==> src/rtl/mult_seq_ctrl.sv <==
// -----------------------------------------------------------------------------
// mult_seq_ctrl
//
// Sequencing controller and shift-add datapath for the micro-multiplier tile.
// It takes two unsigned WIDTH-bit operands as two beats over a valid/ready
// stream: A (the multiplicand) first, then B (the multiplier). It spends WIDTH
// cycles on a shift-add multiplication. It then returns the 2*WIDTH-bit product
// as two WIDTH-bit beats, low half first, so narrow pins can carry the full result.
//
// Ports:
//   clk        rising-edge clock
//   rst        asynchronous, active-high reset
//   ena        tile enable; low freezes all state and blocks all transfers
//   in_valid   operand beat present on in_data
//   in_ready   operand beat accepted this cycle (LOAD_A / LOAD_B only)
//   in_data    operand beat: A first, then B
//   out_valid  product beat present on out_data (OUT_LO / OUT_HI only)
//   out_ready  consumer accepts the product beat
//   out_data   product beat: low half, then high half
//   busy       operation in progress (A accepted, high beat not yet taken)
// -----------------------------------------------------------------------------
module mult_seq_ctrl #(
    parameter int WIDTH = 8
) (
    input  logic             clk,
    input  logic             rst,
    input  logic             ena,
    input  logic             in_valid,
    output logic             in_ready,
    input  logic [WIDTH-1:0] in_data,
    output logic             out_valid,
    input  logic             out_ready,
    output logic [WIDTH-1:0] out_data,
    output logic             busy
);

    localparam int CNT_W = $clog2(WIDTH) + 1;

    typedef enum logic [2:0] {
        LOAD_A = 3'd0,
        LOAD_B = 3'd1,
        CALC   = 3'd2,
        OUT_LO = 3'd3,
        OUT_HI = 3'd4
    } state_t;

    state_t             r_state;
    state_t             w_next_state;
    logic [WIDTH-1:0]   r_mcand;
    logic [WIDTH-1:0]   r_mplier;
    logic [WIDTH-1:0]   r_acc;
    logic [CNT_W-1:0]   r_cnt;

    logic               w_in_xfer;
    logic               w_out_xfer;
    logic               w_last_iter;
    logic [WIDTH:0]     w_sum;

    // Handshakes use only registered (Moore) ready/valid, so neither side
    // ever sees a combinational path from its own valid/ready.
    assign w_in_xfer   = in_valid  & in_ready;
    assign w_out_xfer  = out_valid & out_ready;
    assign w_last_iter = (r_cnt == CNT_W'(WIDTH - 1));

    // One partial product per cycle; the extra top bit keeps the carry so
    // the shifted {acc, mplier} stays exact.
    assign w_sum = {1'b0, r_acc} + (r_mplier[0] ? {1'b0, r_mcand} : '0);

    // State register
    always_ff @(posedge clk or posedge rst) begin
        if (rst) begin
            r_state <= LOAD_A;
        end else if (ena) begin
            r_state <= w_next_state;
        end
    end

    // Next-state and Moore output decode
    always_comb begin
        w_next_state = r_state;
        in_ready     = 1'b0;
        out_valid    = 1'b0;
        busy         = 1'b1;
        out_data     = r_acc;
        case (r_state)
            LOAD_A: begin
                in_ready = ena;
                busy     = 1'b0;
                if (w_in_xfer) w_next_state = LOAD_B;
            end
            LOAD_B: begin
                in_ready = ena;
                if (w_in_xfer) w_next_state = CALC;
            end
            CALC: begin
                if (w_last_iter) w_next_state = OUT_LO;
            end
            OUT_LO: begin
                out_valid = ena;
                out_data  = r_mplier;
                if (w_out_xfer) w_next_state = OUT_HI;
            end
            OUT_HI: begin
                out_valid = ena;
                if (w_out_xfer) w_next_state = LOAD_A;
            end
            default: begin
                w_next_state = LOAD_A;
                busy         = 1'b0;
            end
        endcase
    end

    // Operand capture and shift-add datapath
    always_ff @(posedge clk or posedge rst) begin
        if (rst) begin
            r_mcand  <= '0;
            r_mplier <= '0;
            r_acc    <= '0;
            r_cnt    <= '0;
        end else if (ena) begin
            case (r_state)
                LOAD_A: begin
                    if (w_in_xfer) r_mcand <= in_data;
                end
                LOAD_B: begin
                    if (w_in_xfer) begin
                        r_mplier <= in_data;
                        r_acc    <= '0;
                        r_cnt    <= '0;
                    end
                end
                CALC: begin
                    // {acc, mplier} <= {sum, mplier} >> 1
                    r_acc    <= w_sum[WIDTH:1];
                    r_mplier <= {w_sum[0], r_mplier[WIDTH-1:1]};
                    r_cnt    <= r_cnt + 1'b1;
                end
                default: begin
                end
            endcase
        end
    end

endmodule

==> config.mk <==
export PLATFORM = sky130hd
export DESIGN_NAME = mult_seq_ctrl
export DESIGN_NICKNAME = d
export VERILOG_FILES = /design/src/rtl/mult_seq_ctrl.sv
export SDC_FILE = /design/constraint.sdc
export NUM_CORES = 1
export LEC_CHECK = 0
export ABC_AREA = 0
export ABC_CLOCK_PERIOD_IN_PS = 6200
export BUFFER_PORTS_ARGS = -buffer_cell sky130_fd_sc_hd__buf_2
export CAP_MARGIN = 15
export CORE_MARGIN = 2
export CORE_UTILIZATION = 50
export CTS_CLUSTER_SIZE = 30
export DETAILED_ROUTE_END_ITERATION = 10
export GPL_TIMING_DRIVEN = 0
export PLACE_DENSITY = 0.7
export SYNTH_ARGS = -nofsm -noshare
export SYNTH_HDL_FRONTEND = slang
export SYNTH_SLANG_ARGS = --single-unit
==> constraint.sdc <==
create_clock -name clk -period 6.2 [get_ports clk]
set_input_delay 0.62 -clock clk [delete_from_list [all_inputs] [get_ports clk]]
set_output_delay 0.62 -clock clk [all_outputs]
set_load 0.005 [all_outputs]
==> flow_summary.json <==
{
  "status": "finished, final reports clean",
  "rows": 22,
  "cts_max_level": 2,
  "pin_count": 24,
  "antenna_cells": 0,
  "synthTopCellsByArea": "dfrtp_1 (41%), mux2_2 (8.8%), ha_1 (5.9%)",
  "cp_top_family": "multiplexers",
  "end_kind": "primary output",
  "die-area_mm2": 0.00433,
  "netlist_area_mm2": 0.00191,
  "hold_viol_final": 0,
  "grt_overflow": 0,
  "drtIter0Drc": 58,
  "area_growth_syn_to_layout_pct": 14.4,
  "placed_cell_area_mm2": 0.00211,
  "cts_buffers": 5,
  "r2r_cells": 7,
  "rsz0062_at_grt": "false",
  "async_reset_ff_share_pct": 100,
  "cts_setup_buffers": 0,
  "fin_area_mm2": 0.00219,
  "min_path_type": "primary input to async pin",
  "cp_num_buf_inv": 2,
  "avgRoutedWirePerCell_um": 16.1,
  "fin_crit_sh_pct": 39.6,
  "grt_max_degree": 19,
  "postLayoutSetupSlackWorst_ns": 3.74,
  "port_buffers": 23,
  "skew_ns": 0.00896,
  "cts_max_path_buffers": 2,
  "routed_wl_um": 4220,
  "drc": 0,
  "tritoncts": "yes",
  "clockRootBuffer": "clkbuf_8",
  "slew_violations": 0,
  "period_needed_ns": 2.46,
  "fp.dieW_um": 65.8,
  "worst_path_max_delay_cell": "mux2_2",
  "p_leak_nw": 1.03,
  "endpoint": "out_data[4]",
  "syn_nets": 207,
  "nNetsFinal": 238,
  "cts_hold_buf": 0,
  "ys.flop_type": "dfrtp_1",
  "critical_path_class": "flop to primary output",
  "power-per-cell-area_mw_per_mm2": 450,
  "synth_area_per_cell_um2": 10.4,
  "synth_edf_count": 0,
  "cp.depth": 4,
  "critical_path.cell_chain": "buf_2 > nand3b_1 > mux2_2 > buf_2",
  "post-place-ws_ns": 3.96,
  "start_util_pct": 52.2,
  "start_kind": "flop",
  "cp.arrival_ns": 1.84,
  "ir_worst_vdd_v": 0.000249,
  "drv_cap": 0,
  "rr_startpoint": "r_mplier[0]",
  "post_cts_resized": 0,
  "ant_nets": 0,
  "rrSetupSlack_ns": 3.95,
  "grt_pass1_vias": 1645,
  "critical_path.startpoint": "r_state[1]",
  "viasPerCell": 5.79,
  "antenna_found_initial": 0,
  "clk_pin_slew_ns": 0.07,
  "drtPass1Iterations": 4,
  "required_ns": 5.58,
  "place_congestion": 0.862,
  "ys_warn_count": 0,
  "netlist.area_leader.share_pct": 40.6,
  "yosys_register_bits": 31,
  "die_height_um": 65.8,
  "syn_inst": 184,
  "grt_pass1_wl_um": 7700,
  "cp_max_fo": 10,
  "track_usage_pct": 23.3,
  "coreArea_mm2": 0.00366,
  "netlist-cell-type-count": 46,
  "setup_viol": 0,
  "relSlewSlack_pct": 59.2,
  "hpwl_um": 3160,
  "fin_setup_tns_ns": 0,
  "cts.sinks": 31,
  "crit_path_max_incr_delay_ns": 0.42,
  "vias": 1517,
  "yosys.area.top_type": "dfrtp_1",
  "clk_latency_ns": 0.29,
  "max_freq_mhz": 407,
  "worst_pin_slew_ns": 0.611,
  "crit_top_cell": "buf_2",
  "r2r-end": "r_acc[5]",
  "synth-seq-area-share_pct": 40.6,
  "drive_gt1_share_pct": 25.7
}
[logic make-up (layout without fill, tap and decap cells)]
group                      after synthesis  in the layout  synth area share [%]
AOI/OAI and AO/OA                       50             50                  16.8
and+or+nand+nor                         53             53                  16.2
DFF                                     31             31                  40.6
xor gates and xnor gates                 3              3                  1.38
buffers and inverters                   12             42                  3.93
muxes                                   25             25                  14.1
adders and majority gates               10             10                  6.94
[area by class of cell]
class	count	area, µm²
Buffer	10	67.6
Clock buffer	6	72.6
Fill cell	321	1480
Inverter	2	7.51
Multi-Input combinational cell	141	1060
Sequential cell	31	776
Tap cell	48	60.1
Timing Repair Buffer	24	143
[where the power goes]
part           leakage (nW)  switching, mW  internal, mW
Sequential            0.395         0.0714         0.287
Clock                0.0371         0.0719        0.0747
Combinational         0.597          0.246         0.232
Total                  1.03          0.389         0.594
[registers in the layout (all words and copies together) (netlist names)]
signal	cells
r_cnt	4
r_mplier	8
r_state	3
r_mcand	8
r_acc	8
[placed cells by master, fill, tap and decap left out, types with 2 or more instances in the layout]
master    count
clkbuf_8      5
a21o_1        3
buf_6         3
nor2_1        6
ha_1          9
or3_1         2
nand3_1       4
a211oi_1      6
nor3b_1       2
clkbuf_1      2
a21oi_1      10
buf_2        29
mux2_2       15
dfrtp_1      31
nand3b_1      3
o21a_1        2
a22o_1        3
and2_1        8
nand2_1      14
inv_1         2
nand2b_1      4
mux2i_1       9
o21ai_0      16
xnor2_1       2
[worst min path at each step]
stage / depth (start not counted) / start / end
finish: 2 / rst / r_cnt[0]
global route: 2 / rst / r_cnt[0]
CTS: 2 / rst / r_cnt[0]
detailed placement: 1 / r_mcand[1] / r_mcand[1]
global placement: 1 / r_mcand[1] / r_mcand[1]
floorplan: 1 / r_mcand[1] / r_mcand[1]
[per-stage QoR]
step | cells | power, mW | hold slack (ns) | utilization [%]
2_1_floorplan | 184 | 0.696 | 0.449 | -
3_3_place_gp | 255 | 0.810 | 0.472 | 57.0
3_5_place_dp | 256 | 0.836 | 0.485 | 57.7
4_1_cts | 262 | 0.987 | 0.418 | 59.7
5_1_grt | 262 | 1.07 | 0.444 | 59.7
6_report | 262 | 0.983 | 0.400 | 59.7
[Yosys cell counts (2+ instances only)]
master and count:
mux2i_1 9, a22o_1 3, o21a_1 2, a211oi_1 6, nor2_1 6, nand3_1 4
or3_1 2, inv_1 2, a21o_1 3, buf_6 3, ha_1 9, buf_2 6
nand2_1 14, xnor2_1 2, a21oi_1 10, nand3b_1 3, nor3b_1 2, dfrtp_1 31
and2_1 8, nand2b_1 4, mux2_2 15, o21ai_0 16
[metal layers]
layer	GRT usage (%)	vias to the layer above	share of wire, %
li1	-	736	-
met1	32.7	746	48
met2	36.2	30	47
met3	5.62	5	4.0
met4	5.73	0	0.81
met5	0	-	0
No activity file was read; power rests on OpenSTA's default activity.
